--- config.mk ---
export PLATFORM = sky130hd
export DESIGN_NAME = i4004_cycle_seq
export DESIGN_NICKNAME = d
export VERILOG_FILES = /design/src/rtl/i4004_cycle_seq.sv
export SDC_FILE = /design/constraint.sdc
export NUM_CORES = 1
export LEC_CHECK = 0
export ABC_AREA = 1
export BUFFER_PORTS_ARGS = -buffer_cell sky130_fd_sc_hd__buf_2
export CORE_MARGIN = 1
export CORE_UTILIZATION = 51
export CTS_BUF_LIST = sky130_fd_sc_hd__clkbuf_16
export CTS_CLUSTER_DIAMETER = 50
export CTS_CLUSTER_SIZE = 12
export DETAILED_ROUTE_END_ITERATION = 16
export GPL_TIMING_DRIVEN = 0
export PLACE_DENSITY = 0.75
export SLEW_MARGIN = 20
export SYNTH_ARGS = -nofsm -noshare
export SYNTH_HDL_FRONTEND = slang
export SYNTH_SLANG_ARGS = --single-unit
export TNS_END_PERCENT = 100
--- constraint.sdc ---
create_clock -name clk_i -period 1.89 [get_ports clk_i]
set_input_delay 0.189 -clock clk_i [delete_from_list [all_inputs] [get_ports clk_i]]
set_output_delay 0.189 -clock clk_i [all_outputs]
set_load 0.1 [all_outputs]
--- src/rtl/i4004_cycle_seq.sv ---
// Two-phase clock generator and 8-subcycle machine-cycle sequencer for the i4004 core,
// with run/halt/single-step control that gates the CPU at instruction-cycle boundaries.
module i4004_cycle_seq #(
  parameter int PHASE_LEN = 2,
  parameter int CNT_W     = 16
) (
  input  logic             clk_i,
  input  logic             rst_n_i,
  input  logic             run_i,
  input  logic             step_i,
  output logic             PHI1_o,
  output logic             PHI2_o,
  output logic             SYNC_o,
  output logic [2:0]       state_o,
  output logic             phi1_stb_o,
  output logic             phi2_stb_o,
  output logic             bus_oe_o,
  output logic             halted_o,
  output logic             cycle_done_o,
  output logic [CNT_W-1:0] icount_o,
  output logic [1:0]       ctrl_state_o
);

  typedef enum logic [1:0] {
    CTRL_HALT = 2'd0,
    CTRL_RUN  = 2'd1,
    CTRL_STEP = 2'd2
  } ctrl_t;

  localparam int             CW       = (PHASE_LEN > 1) ? $clog2(PHASE_LEN) : 1;
  localparam logic [CW-1:0]  CNT_LAST = CW'(PHASE_LEN - 1);
  localparam logic [2:0]     ST_A1    = 3'd0;
  localparam logic [2:0]     ST_A3    = 3'd2;
  localparam logic [2:0]     ST_X3    = 3'd7;

  ctrl_t            ctrl_q, ctrl_d;
  logic [1:0]       q_q, q_d;
  logic [CW-1:0]    cnt_q, cnt_d;
  logic [2:0]       state_q, state_d;
  logic [CNT_W-1:0] icount_q, icount_d;
  logic             phi1_stb_q, phi1_stb_d;
  logic             phi2_stb_q, phi2_stb_d;
  logic             at_boundary;
  logic             restart;

  // Reset parks the sequencer exactly on the boundary slot so a restart looks like a normal advance.
  always_ff @(posedge clk_i or negedge rst_n_i) begin
    if (!rst_n_i) begin
      ctrl_q     <= CTRL_HALT;
      q_q        <= 2'd1;
      cnt_q      <= CNT_LAST;
      state_q    <= ST_X3;
      icount_q   <= '0;
      phi1_stb_q <= 1'b0;
      phi2_stb_q <= 1'b0;
    end else begin
      ctrl_q     <= ctrl_d;
      q_q        <= q_d;
      cnt_q      <= cnt_d;
      state_q    <= state_d;
      icount_q   <= icount_d;
      phi1_stb_q <= phi1_stb_d;
      phi2_stb_q <= phi2_stb_d;
    end
  end

  assign at_boundary = (state_q == ST_X3) && (q_q == 2'd1) && (cnt_q == CNT_LAST);

  always_comb begin
    ctrl_d     = ctrl_q;
    q_d        = q_q;
    cnt_d      = cnt_q;
    state_d    = state_q;
    icount_d   = icount_q;
    phi1_stb_d = 1'b0;
    phi2_stb_d = 1'b0;
    restart    = 1'b0;

    case (ctrl_q)
      CTRL_HALT: begin
        // run wins over step when both are presented in the same clock
        if (run_i) begin
          ctrl_d  = CTRL_RUN;
          restart = 1'b1;
        end else if (step_i) begin
          ctrl_d  = CTRL_STEP;
          restart = 1'b1;
        end
      end
      default: begin
        if (at_boundary) begin
          icount_d = icount_q + 1'b1;
          if (run_i) begin
            ctrl_d  = CTRL_RUN;
            restart = 1'b1;
          end else begin
            ctrl_d = CTRL_HALT;
          end
        end else if (cnt_q != CNT_LAST) begin
          cnt_d = cnt_q + 1'b1;
        end else begin
          cnt_d = '0;
          q_d   = q_q + 2'd1;
          if (q_q == 2'd1) begin
            state_d    = state_q + 3'd1;
            phi2_stb_d = 1'b1;
          end
          if (q_q == 2'd3) begin
            phi1_stb_d = 1'b1;
          end
        end
      end
    endcase

    // Leaving the boundary slot always lands on the first PHI2 quarter of A1.
    if (restart) begin
      q_d        = 2'd2;
      cnt_d      = '0;
      state_d    = ST_A1;
      phi2_stb_d = 1'b1;
    end
  end

  assign PHI1_o       = (q_q == 2'd0);
  assign PHI2_o       = (q_q == 2'd2);
  assign SYNC_o       = (state_q != ST_X3);
  assign state_o      = state_q;
  assign phi1_stb_o   = phi1_stb_q;
  assign phi2_stb_o   = phi2_stb_q;
  assign bus_oe_o     = (state_q <= ST_A3);
  assign halted_o     = (ctrl_q == CTRL_HALT);
  assign cycle_done_o = (ctrl_q != CTRL_HALT) && at_boundary;
  assign icount_o     = icount_q;
  assign ctrl_state_o = ctrl_q;

endmodule

# Yosys cells after proc, flatten, opt, wreduce, memory -nomap -nowiden
# Index checks and enable logic that the tools add are counted.
[word_totals]
input_bits = 4
regBits = 26
wordCells = 67
out_inout_bits = 29
[classes]
muxes = 32
bitwise_logic = 1
n_lt_le_gt_ge = 1
n_addsub = 4
reduce_logical = 14
eq_ne = 8
[op_table]
columns = ["op", "n"]
rows = [
  ["1-bit two-way mux", 19],
  ["16-bit by 1-bit adder with 16-bit output (second input constant)", 1],
  ["2-bit two-way mux", 8],
  ["3-bit two-way mux", 5],
  ["2-bit nonzero test", 4],
  ["3-bit != test (second input constant)", 2],
  ["2-bit AND reduction", 3],
  ["2-bit equality test (second input constant)", 2],
  ["2-bit logical NOT", 2],
  ["2-bit by 1-bit != test with 1-bit output (second input constant)", 2],
  ["4-bit AND reduction", 1],
  ["3-bit by 1-bit adder with 3-bit output (second input constant)", 1],
  ["3-bit equality test (second input constant)", 1],
  ["3-bit by 2-bit <= comparator with 1-bit output (second input constant)", 1],
  ["1-bit logical AND", 3],
  ["3-bit AND reduction", 1],
  ["2-bit by 1-bit adder with 2-bit output (second input constant)", 1],
  ["2-bit by 1-bit equality test with 1-bit output (second input constant)", 1],
  ["1-bit adder (second input constant)", 1],
  ["1-bit inverter", 1],
]

# Depth between registers and ports, before layout
[depth]
word_depth = 7
mapped_depth = 10
depth_no_buf = 10

# Worst setup path after synthesis
# No wires, ideal clock.
[synth_path]
path_kind = "register to output"
from = "register state_q[1] (netlist: state_o[1])"
to = "output bus_oe_o"
n_path_buf = 0
required_time_ns = 1.701
t_arrival_ns = 2.590
path_slack_ns = -0.889
stages_incl_launch_ff = 4
path_cell_list = "dfstp_2 ha_1 inv_1 a21oi_1"
[synth_via]
elab_chain_len = 1
[synth_rtl]
columns = ["element", "line", "source"]
rows = [
  ["from (decl)", "39", "logic [2:0] state_q, state_d;"],
  ["from (signal assigned)", "60", "state_q <= state_d;"],
  ["3-bit by 2-bit <= comparator with 1-bit output", "130", "assign bus_oe_o = (state_q <= ST_A3);"],
  ["to (decl)", "17", "output logic bus_oe_o,"],
]
# Every way passes these cells.

# Worst setup path in the final report
[layout_path]
from = "register state_q[1] (netlist: state_o[1])"
to = "output cycle_done_o"
[layout_via]
elab_chain_len = 4
[layout_rtl]
columns = ["element", "line", "source"]
rows = [
  ["3-bit equality test", "67", "assign at_boundary = (state_q == ST_X3) && (q_q == 2'd1) && (cnt_q == CNT_LAST);"],
  ["1-bit logical AND (2 in series)", "67", ""],
  ["1-bit logical AND", "132", "assign cycle_done_o = (ctrl_q != CTRL_HALT) && at_boundary;"],
  ["to (decl)", "19", "output logic cycle_done_o,"],
]
# Every way passes these cells.

==> impl_metrics.csv <==
group,metric,value,unit
status,outcome,"finished with violations",
status,violations,"design-rule violations",
power_and_ir_drop,power.leakage,1.10,nW
worst_hold_path,hold_path_class,"in -> reg",
route,vias,1397,
critical_path,r2r-start,"state_o[1]$_DFFE_PN1P_",
logic_synthesis,synth_area_per_cell,7.98,µm²
cells_and_area,final_cells,275,
critical_path,cp.depth,7,
logic_synthesis,synth.distinct_cells,27,
cts,clk_latency,260,ps
critical_path,reg2reg_to,"icount_o[9]$_DFFE_PN0P_",
sta,clock_skew,5.22,ps
sta,max_freq,535,MHz
critical_path,reg2reg_setup_slack,80,ps
placement,place.gp.congestion,0.856,
critical_path,worstPathArrival,1680,ps
critical_path,path_cells,"ha_4, ha_4, inv_12, nor2_8, nand2_8, clkinv_8, buf_12",
global_route,globalRouteMet3Util,0.0317,
critical_path,cpPeakStageDelay,640,ps
cells_and_area,layout.nets,257,
floorplan,num_rows,19,
sta,rsz0062_at_grt,"true",
logic_synthesis,ys_seq_elements,26,
critical_path,endpoint,"cycle_done_o",
cts,root_buffer,"clkbuf_16",
critical_path,crit_family,"flip-flops",
global_route,gr-usage-met1,0.266,
power_and_ir_drop,power-per-cell-area,1380,nW/µm²
logic_synthesis,yosys_warnings,0,
logic_synthesis,syn_inst,197,
global_route,gr-usage-met2,0.429,
floorplan,dieHeight,57.5,µm
critical_path,cp_max_fo,5,
global_route,grt_pass1_wl,5940,µm
sta,min_period,1870,ps
critical_path,critPathRequiredTime,1700,ps
critical_path,crit_type,"reg -> out",
placement,dp_hpwl,2520,µm
cells_and_area,n_antenna_cell,0,
power_and_ir_drop,ir_drop,1260,µV
logic_synthesis,synth_fp_nets,209,
route,drc,3,
global_route,globalRouteOverflowTotal,0,
critical_path,cpMostUsedCell,"ha_4",
sta,tns,0,ps
cts,cts-buffers-inserted,3,
global_route,grt_max_degree,27,
logic_synthesis,ys_seq_area_frac,0.418,
critical_path,critPathBufInv,3,
cts,cts.sinks,26,
global_route,antenna_found_initial,0,
global_route,top_usage_layer,"met2",
critical_path,startpoint,"state_o[1]$_DFFE_PN1P_",
route,drt-pass1-iter-count,10,
cts,tritoncts,"done",
sta,setup_viol,0,
route,drt-total-wl,3450,µm
critical_path,slowest_stage,"dfstp_4",
cells_and_area,drive_above_1_share,0.328,
cells_and_area,area_growth,30.3,%
sta,slew-limit-headroom,0.608,
placement,dpl.cell_count,260,
sta,max_slew.worst_pin.slew,587,ps
job,max_cap_violations,0,
sta,finalCritPeriodShare,0.990,
cells_and_area,nFillCells,236,
floorplan,fp.dieW,57.5,µm
cts,cts.path.max_buffers,2,
global_route,grt_pass1_vias,1358,
sta,slew_violations,0,
logic_synthesis,synthesis.area,1570,µm²
route,ant_nets,0,
floorplan,core_area,2830,µm²
floorplan,io_pins,33,
floorplan,dieArea,3310,µm²
critical_path,r2r_cells,10,
floorplan,floorplan.initialDensity,0.556,
critical_path,end_kind,"output port",
route,viasPerCell,5.08,
critical_path,cp-start-kind,"flip-flop",
placement,port_buffers,32,
cts,cts.htree.levels,1,
route,drt_iter0_markers,65,
route,wire_per_inst,12.5,µm
sta,hold_viol_final,0,
global_route,track_usage,0.238,
cts,path_clk_slew,70,ps
[kinds of logic (layout without fill, tap and decap cells)]
logic type	after synthesis	count (layout)	share of synthesized area
simple gates	117	117	0.362
buf+inv	27	74	0.0724
flops	26	26	0.418
compound gates	12	12	0.0406
fa+ha+maj	8	8	0.0636
xor+xnor	7	7	0.0438
[placed cells by master, fill, tap and decap left out, drive strengths merged, types with 3 or more instances in the layout]
cell type   n
nand2      74
o21ai      10
buf        42
dfrtp      21
inv        27
ha          8
xnor2       3
clkbuf      3
nand4       4
dfstp       5
xor2        4
nand3       9
nor2       27
[worst min-delay path by stage]
stage,cells after the start,endpoint,from
3_5_place_dp,1,icount_o[8]$_DFFE_PN0P_,rst_n_i
5_1_grt,3,ctrl_state_o[0]$_DFFE_PN0P_,run_i
3_3_place_gp,1,icount_o[6]$_DFFE_PN0P_,rst_n_i
6_report,2,ctrl_state_o[1]$_DFFE_PN0P_,run_i
2_1_floorplan,0,icount_o[0]$_DFFE_PN0P_,rst_n_i
4_1_cts,2,ctrl_state_o[1]$_DFFE_PN0P_,run_i
[worst reg2reg max path, cell delays in order, from the launching register on]
cell and delay (ps):
dfstp_4 640, ha_4 140, ha_4 170, inv_12 40, nor2_8 120, nand2_8 80, buf_6 150, nor2_8 120
nand3_2 80, nor2_1 100, nor2_1 60
[sequential cells by signal (all words and copies together), names as in the netlist]
signal,cells
state_o,3
icount_o,16
q_q,2
cnt_q,1
phi2_stb_o,1
ctrl_state_o,2
phi1_stb_o,1
[what timing repair did]
| action | CTS | global route |
|---|---|---|
| resized for setup | 6 | 5 |
| pin swaps | 2 | 3 |
| cloned | 0 | 1 |
| hold buffers | 1 | 0 |
| endpoints found under the setup margin | 2 | 8 |
| buffers inserted | 4 | 6 |
| endpoints found under the hold margin | 21 | 0 |
[through the flow]
step	hold slack (ps)	utilization	worst slack (ps)	instance area (µm²)	power (mW)
after floorplan	-107	-	-79.6	1660	2.07
after global placement	215	0.656	-183	1860	2.22
after detailed placement	226	0.656	-196	1860	2.28
after CTS	198	0.698	-52.6	1970	2.80
after global routing	221	0.724	-30.0	2050	2.95
final	199	0.724	19.6	2050	2.82
[area by class of cell]
cell class | instances | area, µm² | share of cell area
Multi-Input combinational cell | 144 | 852 | 0.416
Sequential cell | 26 | 678 | 0.331
Timing Repair Buffer | 43 | 270 | 0.132
Inverter | 26 | 123 | 0.0598
Clock buffer | 3 | 75.1 | 0.0366
Tap cell | 31 | 38.8 | 0.0189
Timing Repair inverter | 1 | 8.76 | 0.00427
Clock inverter | 1 | 3.75 | 0.00183
[cells in the mapped netlist, drive strengths merged]
| library cell | number | share of area |
|---|---|---|
| xor2 | 4 | 0.027 |
| nor3 | 2 | 0.0064 |
| inv | 26 | 0.065 |
| or2 | 1 | 0.0040 |
| nand2 | 74 | 0.20 |
| ha | 8 | 0.064 |
| nand3 | 9 | 0.035 |
| xnor2 | 3 | 0.017 |
| buf | 1 | 0.0072 |
| nand4 | 4 | 0.016 |
| dfrtp | 21 | 0.33 |
| a21oi | 2 | 0.0064 |
| o21ai | 10 | 0.034 |
| dfstp | 5 | 0.084 |
| nor2 | 27 | 0.10 |
[layer usage]
layer / vias up / wire (µm)
met5: - / 0
met4: 0 / 127
met3: 14 / 90
met2: 29 / 1790
met1: 657 / 1440
li1: 697 / -
[power by group]
part           leakage, nW  internal, mW  switching, mW  total, mW
Combinational        0.725         0.309           1.18       1.49
Sequential           0.330         0.731          0.121      0.852
Clock               0.0423         0.283          0.191      0.474
Total                 1.10          1.32           1.50       2.82
(Power assumes the default switching activity.)
